<file path="config.mk">
export PLATFORM = sky130hd
export DESIGN_NAME = cla_subtractor_pipe
export DESIGN_NICKNAME = d
export VERILOG_FILES = /design/src/rtl/cla_subtractor_pipe.sv
export SDC_FILE = /design/constraint.sdc
export NUM_CORES = 1
export LEC_CHECK = 0
export ABC_AREA = 1
export BUFFER_PORTS_ARGS = -buffer_cell sky130_fd_sc_hd__buf_2
export CAP_MARGIN = 20
export CORE_MARGIN = 10
export CORE_UTILIZATION = 50
export DETAILED_ROUTE_END_ITERATION = 8
export GPL_TIMING_DRIVEN = 0
export PLACE_DENSITY = 0.73
export RECOVER_POWER = 25
export SYNTH_ARGS = -nofsm -noshare
export SYNTH_HDL_FRONTEND = slang
export SYNTH_SLANG_ARGS = --single-unit
</file>
<file path="constraint.sdc">
create_clock -name clk -period 1.6 [get_ports clk]
set_clock_uncertainty 0.15 [all_clocks]
set_input_delay 0.08 -clock clk [delete_from_list [all_inputs] [get_ports clk]]
set_output_delay 0.08 -clock clk [all_outputs]
set_load 0.02 [all_outputs]
</file>
<file path="src/rtl/cla_subtractor_pipe.sv">
`default_nettype none
// ============================================================================
// Module  : cla_subtractor_pipe
// Brief   : Pipelined, segmented carry-lookahead subtractor.
//           d = a - b - bin (mod 2^WIDTH), bout = borrow-out.
//           Computed as a + ~b + ~bin; one lookahead segment per stage, with
//           the inter-segment carry registered at each stage boundary.
//           Valid/ready on both sides with a single global advance enable.
//           Optional signed-overflow output when SUB_OVF_EN is defined.
// Revision: 1.0 - initial release
// ============================================================================
module cla_subtractor_pipe #(
    parameter int WIDTH = 32,
    parameter int SEGS  = 4     // must divide WIDTH; latency is SEGS cycles
) (
    input  logic             clk,
    input  logic             rst_n,
    input  logic             in_valid,
    output logic             in_ready,
    input  logic [WIDTH-1:0] a,
    input  logic [WIDTH-1:0] b,
    input  logic             bin,
    output logic             out_valid,
    input  logic             out_ready,
    output logic [WIDTH-1:0] d,
`ifdef SUB_OVF_EN
    output logic             ovf,
`endif
    output logic             bout
);

    localparam int c_SEG_W = WIDTH / SEGS;

    logic            r_rdy;     // low in reset, high from the first edge after release
    logic [SEGS-1:0] r_v;       // per-stage valid bits
    logic [SEGS-1:0] w_cy;      // registered carry-out of each segment
    logic            w_adv;     // global advance: every stage moves together
    logic            w_push;    // input beat accepted this cycle

    assign w_adv     = ~r_v[SEGS-1] | out_ready;
    assign in_ready  = w_adv & r_rdy;
    assign w_push    = in_valid & in_ready;
    assign out_valid = r_v[SEGS-1];
    // Carry registers reset to 1 so that bout reads 0 while in reset.
    assign bout      = ~w_cy[SEGS-1];

    // Hold off input acceptance until one edge after reset release
    always_ff @(posedge clk or negedge rst_n) begin
        if (!rst_n) r_rdy <= 1'b0;
        else        r_rdy <= 1'b1;
    end

    // Valid bits shift with the advance enable; a bubble enters when nothing is pushed
    always_ff @(posedge clk or negedge rst_n) begin
        if (!rst_n) begin
            r_v <= '0;
        end else if (w_adv) begin
            r_v[0] <= w_push;
            for (int k = 1; k < SEGS; k++) begin
                r_v[k] <= r_v[k-1];
            end
        end
    end

    generate
        for (genvar j = 0; j < SEGS; j++) begin : g_seg
            // Result slice j is produced in stage j and held through stage SEGS-1.
            localparam int c_DEPTH = SEGS - j;

            logic [c_SEG_W-1:0] w_x;      // minuend slice
            logic [c_SEG_W-1:0] w_y;      // inverted subtrahend slice
            logic               w_cin;
            logic [c_SEG_W-1:0] w_p;
            logic [c_SEG_W-1:0] w_g;
            logic [c_SEG_W-1:0] w_c;      // carry into each bit
            logic               w_gp;
            logic               w_gg;
            logic               w_cout;
            logic [c_SEG_W-1:0] w_sum;
            logic               w_en;     // load enable for this segment's stage
            logic               r_cout;
            logic [c_SEG_W-1:0] r_s [c_DEPTH];

            assign w_en = (j == 0) ? w_push : w_adv;

            if (j == 0) begin : g_first
                assign w_x   = a[c_SEG_W-1:0];
                assign w_y   = ~b[c_SEG_W-1:0];
                assign w_cin = ~bin;
            end else begin : g_skew
                // Operand slices ride a j-deep skew line so they meet their carry in stage j
                logic [c_SEG_W-1:0] r_xa [j];
                logic [c_SEG_W-1:0] r_xb [j];

                // Operand skew line: sampled on accept, then shifted on advance
                always_ff @(posedge clk or negedge rst_n) begin
                    if (!rst_n) begin
                        for (int i = 0; i < j; i++) begin
                            r_xa[i] <= '0;
                            r_xb[i] <= '0;
                        end
                    end else begin
                        if (w_push) begin
                            r_xa[0] <= a[j*c_SEG_W +: c_SEG_W];
                            r_xb[0] <= ~b[j*c_SEG_W +: c_SEG_W];
                        end
                        if (w_adv) begin
                            for (int i = 1; i < j; i++) begin
                                r_xa[i] <= r_xa[i-1];
                                r_xb[i] <= r_xb[i-1];
                            end
                        end
                    end
                end

                assign w_x   = r_xa[j-1];
                assign w_y   = r_xb[j-1];
                assign w_cin = w_cy[j-1];
            end

            // Lookahead segment: each bit carry from the prefix group P/G and carry-in
            always_comb begin
                w_p  = w_x | w_y;
                w_g  = w_x & w_y;
                w_c  = '0;
                w_gg = 1'b0;
                w_gp = 1'b1;
                for (int i = 0; i < c_SEG_W; i++) begin
                    w_c[i] = w_gg | (w_gp & w_cin);
                    w_gg   = w_g[i] | (w_p[i] & w_gg);
                    w_gp   = w_gp & w_p[i];
                end
                w_sum  = w_x ^ w_y ^ w_c;
                w_cout = w_gg | (w_gp & w_cin);
            end

            // Stage-boundary carry register and result skew line for this slice
            always_ff @(posedge clk or negedge rst_n) begin
                if (!rst_n) begin
                    r_cout <= 1'b1;
                    for (int i = 0; i < c_DEPTH; i++) begin
                        r_s[i] <= '0;
                    end
                end else begin
                    if (w_en) begin
                        r_cout <= w_cout;
                        r_s[0] <= w_sum;
                    end
                    if (w_adv) begin
                        for (int i = 1; i < c_DEPTH; i++) begin
                            r_s[i] <= r_s[i-1];
                        end
                    end
                end
            end

            assign w_cy[j]                   = r_cout;
            assign d[j*c_SEG_W +: c_SEG_W]   = r_s[c_DEPTH-1];

`ifdef SUB_OVF_EN
            if (j == SEGS - 1) begin : g_ovf
                logic r_ovf;
                logic w_ovf;

                // Operand signs differ and the result sign differs from the minuend.
                // w_y holds ~b, so a and b signs differ when x and y MSBs match.
                assign w_ovf = ~(w_x[c_SEG_W-1] ^ w_y[c_SEG_W-1]) &
                               (w_sum[c_SEG_W-1] ^ w_x[c_SEG_W-1]);

                // Overflow flag registered in the final stage, aligned with d
                always_ff @(posedge clk or negedge rst_n) begin
                    if (!rst_n)    r_ovf <= 1'b0;
                    else if (w_en) r_ovf <= w_ovf;
                end

                assign ovf = r_ovf;
            end
`endif
        end
    endgenerate

endmodule
`default_nettype wire

</file>
==> metrics.yaml <==
run_status: "finished with violations"
violations_in_the_final_reports: "negative setup slack"
detailroute.via_count: 7038
floorplan.die.height_um: 153
final_period_minus_worst_setup_slack_ns: 1.97
post_synth_fa_ha_maj_area_fraction_pct: 9.94
floorplan.die_area_um2: 23500
route.detailed.drc: 0
crit_chain: "buf_6 > ha_4 > inv_2 > nand2_2 > nand2_2 > nand3_4 > nand2_2 > nand2_2 > nand2_2 > nand2_2 > nand2_2 > nand2_4 > or2_1 > nand3_1 > nand2_1"
unrepaired_setup_endpoints_after_global_routing: "true"
synth_top_family_by_area: "simple AND/OR/NAND/NOR gates"
multi_input_area_um2: 3650
clk_path_buf_depth: 2
timing.setup.critical_path_class: "flip-flop to flip-flop"
combined_buffer_and_inverter_count_along_the_critical_path: 2
regToRegStartpoint: "g_seg[2].w_x[1]$_DFFE_PN0N_"
max_slew.worst_pin.slew_ns: 1.33
xor_xnor_share_of_the_synthesized_area_pct: 1.58
drive_above_1_share_pct: 27.4
routed_wl_um: 21700
grt_util_all_layers_pct: 18.2
top_layer: "met4"
hold_slack_ns: 0.0170
worst_slack_ns: -0.367
initial_antenna_violation_count: 2
synth.largest_area_cell: "dfrtp_1"
fillerInstances: 1348
critical-path-slowest-cell: "dfrtp_1"
design_area_um2: 11600
via_count_of_the_first_global_routing_pass: 7242
rrSetupSlack_ns: -0.37
synth_compound_gate_area_share_pct: 6.29
synth.top_cell.area_share_pct: 51.1
critical_path.max_fanout: 3
slew_headroom_pct: 11.4
cpPeakStageDelay_ns: 0.42
synthSimpleGateAreaFrac_pct: 20.1
ys_top_cells_by_area: "dfrtp_1 (51%), nand2_1 (15%), ha_1 (9.0%)"
syn-num-nets: 1147
drtIter0Drc: 405
htree_num_levels: 4
routability_driven_placement_congestion_ratio: 0.794
p_clk_share_pct: 21.5
r2r-end: "g_seg[2].r_s[14]$_DFFE_PN0N_"
hold_class: "input pin to flip-flop"
reg2regPathDepth: 15
hold_path_end: "g_seg[0].r_s[28]$_DFFE_PN0P_"
most_common_cell_in_the_synthesized_netlist: "nand2_1"
fp.dieW_um: 153
met2_wirelength_um: 11200
p_per_area_nw_per_um2: 1840
synth_commonest_cells: "nand2_1 (350), dfrtp_1 (181), inv_1 (136)"
clock_sinks: 185
worst_ir_drop_vdd_uv: 1030
route.detailed.vias_per_inst: 4.82
share_comb_of_total_power_pct: 42.1
numCtsBuffers: 17
warning_count_from_the_yosys_run: 0
coreArea_um2: 17400
place.detailed.instances: 1339
routedLengthMet1_um: 8960
clock-root-buffer: "clkbuf_16"
clock_tree_from_tritoncts: "yes"
synth_enable_flop_cells: 0
postSynth.asyncResetShare_pct: 100
synth_seq_cells: 185
grt_first_pass_wirelength_um: 35000
placement.setup.worst_slack_ns: -0.358
met3_wirelength_um: 848
worst_endpoint_data_arrival_time_ns: 2.14
cts.reportedPaths.clkPinSlew_ns: 0.06
hold_path.startpoint: "a[4]"
clock_insertion_delay_worst_skew_ns: 0.43
avgRoutedWirePerCell_um: 14.9
final_antenna_net_count: 0
fp-row-count: 48
leakage_nw: 6.17
layout.nets: 1356
path_common_cell: "nand2_2"
syn-mean-instance-area_um2: 8.78
final_cells: 1459
yosysUniqueCellTypes: 25
final_global_route_overflow_total: 0
start_util_pct: 51.1
cpLargestDelayFamily: "simple AND/OR/NAND/NOR gates"
final-seq-area_um2: 4640
flow.area_growth_from_synthesis_pct: 31.0
synth.yosys.seq_area_share_pct: 52.3
timing.critical_path.to_type: "flip-flop"
synthCells: 1010
min_path_cells: 5
post_place_instance_area_um2: 9730
cap_viol_max_count: 0
final_min_period_over_clock_period_pct: 123
synth.mux.area_fraction_pct: 0
hold_viol_final: 0
fmaxAchievable_mhz: 508
setup_viol: 109
sw_share_pct: 36.8
seq_power_share_pct: 36.4
synth.cell_area_um2: 8860
portBuffers: 103
io_pins: 104
timing_max_transition_violations_final: 0
synthFlopType: "dfrtp_1"
internal-power_mw: 13.5
largest_net_degree_at_the_start_of_global_routing: 96
worstPathRequired_ns: 1.77
startpoint_type_of_the_worst_setup_path: "flip-flop"
finalPower_mw: 21.4
firstDrtPassIters: 5
dpl.hpwl_um: 13900
reported_net_switching_power_mw: 7.88
[per-layer routing]
metal / vias to the layer above / global-route usage (%)
met5: - / 0
met4: 0 / 7.86
met3: 40 / 4.10
met2: 151 / 31.7
met1: 3392 / 21.0
li1: 3455 / -
[final cells by class]
class                      instances  share of cell area, %
sequential                       185                   39.9
tap                              225                   2.42
clock inverter                    12                   1.69
inverter                         137                   4.47
multi-input combinational        625                   31.5
buffer                            61                   3.86
timing repair buffer             192                   12.2
antenna                            2                 0.0431
clock buffer                      20                   3.93
[power by group through the flow]
stage          combinational (mW)  clock (mW)  sequential, mW
2_1_floorplan                5.21           0            7.66
3_3_place_gp                 6.91           0            7.70
3_5_place_dp                 7.13           0            7.79
4_1_cts                      8.20        4.65            7.75
5_1_grt                      10.1        4.82            8.01
6_report                     9.01        4.60            7.78
[cell families (layout without fill, tap and decap cells)]
| family | Yosys count | in the layout |
|---|---|---|
| AOI/OAI and AO/OA | 108 | 108 |
| xor gates and xnor gates | 16 | 16 |
| adders and majority gates | 68 | 68 |
| buffers and inverters | 200 | 422 |
| DFF | 185 | 185 |
| other | 1 | 3 |
| and+or+nand+nor | 432 | 432 |
[state kept, by name (all words and copies together) (netlist names)]
name               cells
g_seg.r_s             56
g_seg.g_skew.r_xa     32
g_seg.g_skew.r_xb     32
d                     24
g_seg.w_x             16
g_seg.w_y             16
g_seg.r_cout           4
r_v                    4
r_rdy                  1
[layout by cell type, fill, tap and decap left out, drive strengths merged, types with 13 or more instances in the layout]
cell and instances:
nand3 24, dfrtp 181, dlygate4sd3 63, nor2 13, ha 64, buf 169
clkbuf 41, o21ai 100, nand2 386, inv 137
[through the flow]
stage / setup TNS, ns / utilization [%]
finish: -8.21 / 66.9
global route: -49.94 / 66.9
CTS: -3.51 / 65.3
detailed placement: -24.30 / 56.0
global placement: -503.84 / 55.8
floorplan: -0.905 / -
[worst max-delay path by stage]
| stage | start | slack [ns] | depth (start not counted) | endpoint |
|---|---|---|---|---|
| 6_report | g_seg[2].w_x[1]$_DFFE_PN0N_ | -0.37 | 15 | g_seg[2].r_s[14]$_DFFE_PN0N_ |
| 5_1_grt | g_seg[2].w_x[0]$_DFFE_PN0N_ | -0.48 | 16 | g_seg[2].r_s[15]$_DFFE_PN0N_ |
| 4_1_cts | g_seg[2].w_x[1]$_DFFE_PN0N_ | -0.34 | 15 | g_seg[2].r_s[14]$_DFFE_PN0N_ |
| 3_5_place_dp | g_seg[2].w_x[0]$_DFFE_PN0N_ | -0.36 | 16 | g_seg[2].r_s[15]$_DFFE_PN0N_ |
| 3_3_place_gp | rst_n | -2.97 | 1 | r_v[3]$_DFFE_PN0N_ |
| 2_1_floorplan | g_seg[2].w_x[1]$_DFFE_PN0N_ | -0.12 | 16 | g_seg[2].r_s[14]$_DFFE_PN0N_ |
[worst min-delay path: stages]
cell	delay, ns
buf_2	0.11
inv_1	0.05
ha_1	0.14
xnor2_1	0.11
o21ai_0	0.06
[timing repair]
| action | 4_1_cts | 5_1_grt |
|---|---|---|
| hold buffers | 62 | 1 |
| resized for setup | 64 | 109 |
| endpoints found under the setup margin | 161 | 171 |
| gates cloned | 0 | 0 |
| endpoints found under the hold margin | 151 | 3 |
| pin swaps | 20 | 39 |
| buffers inserted | 17 | 11 |
Note: power is estimated with default switching activity, not from simulation.
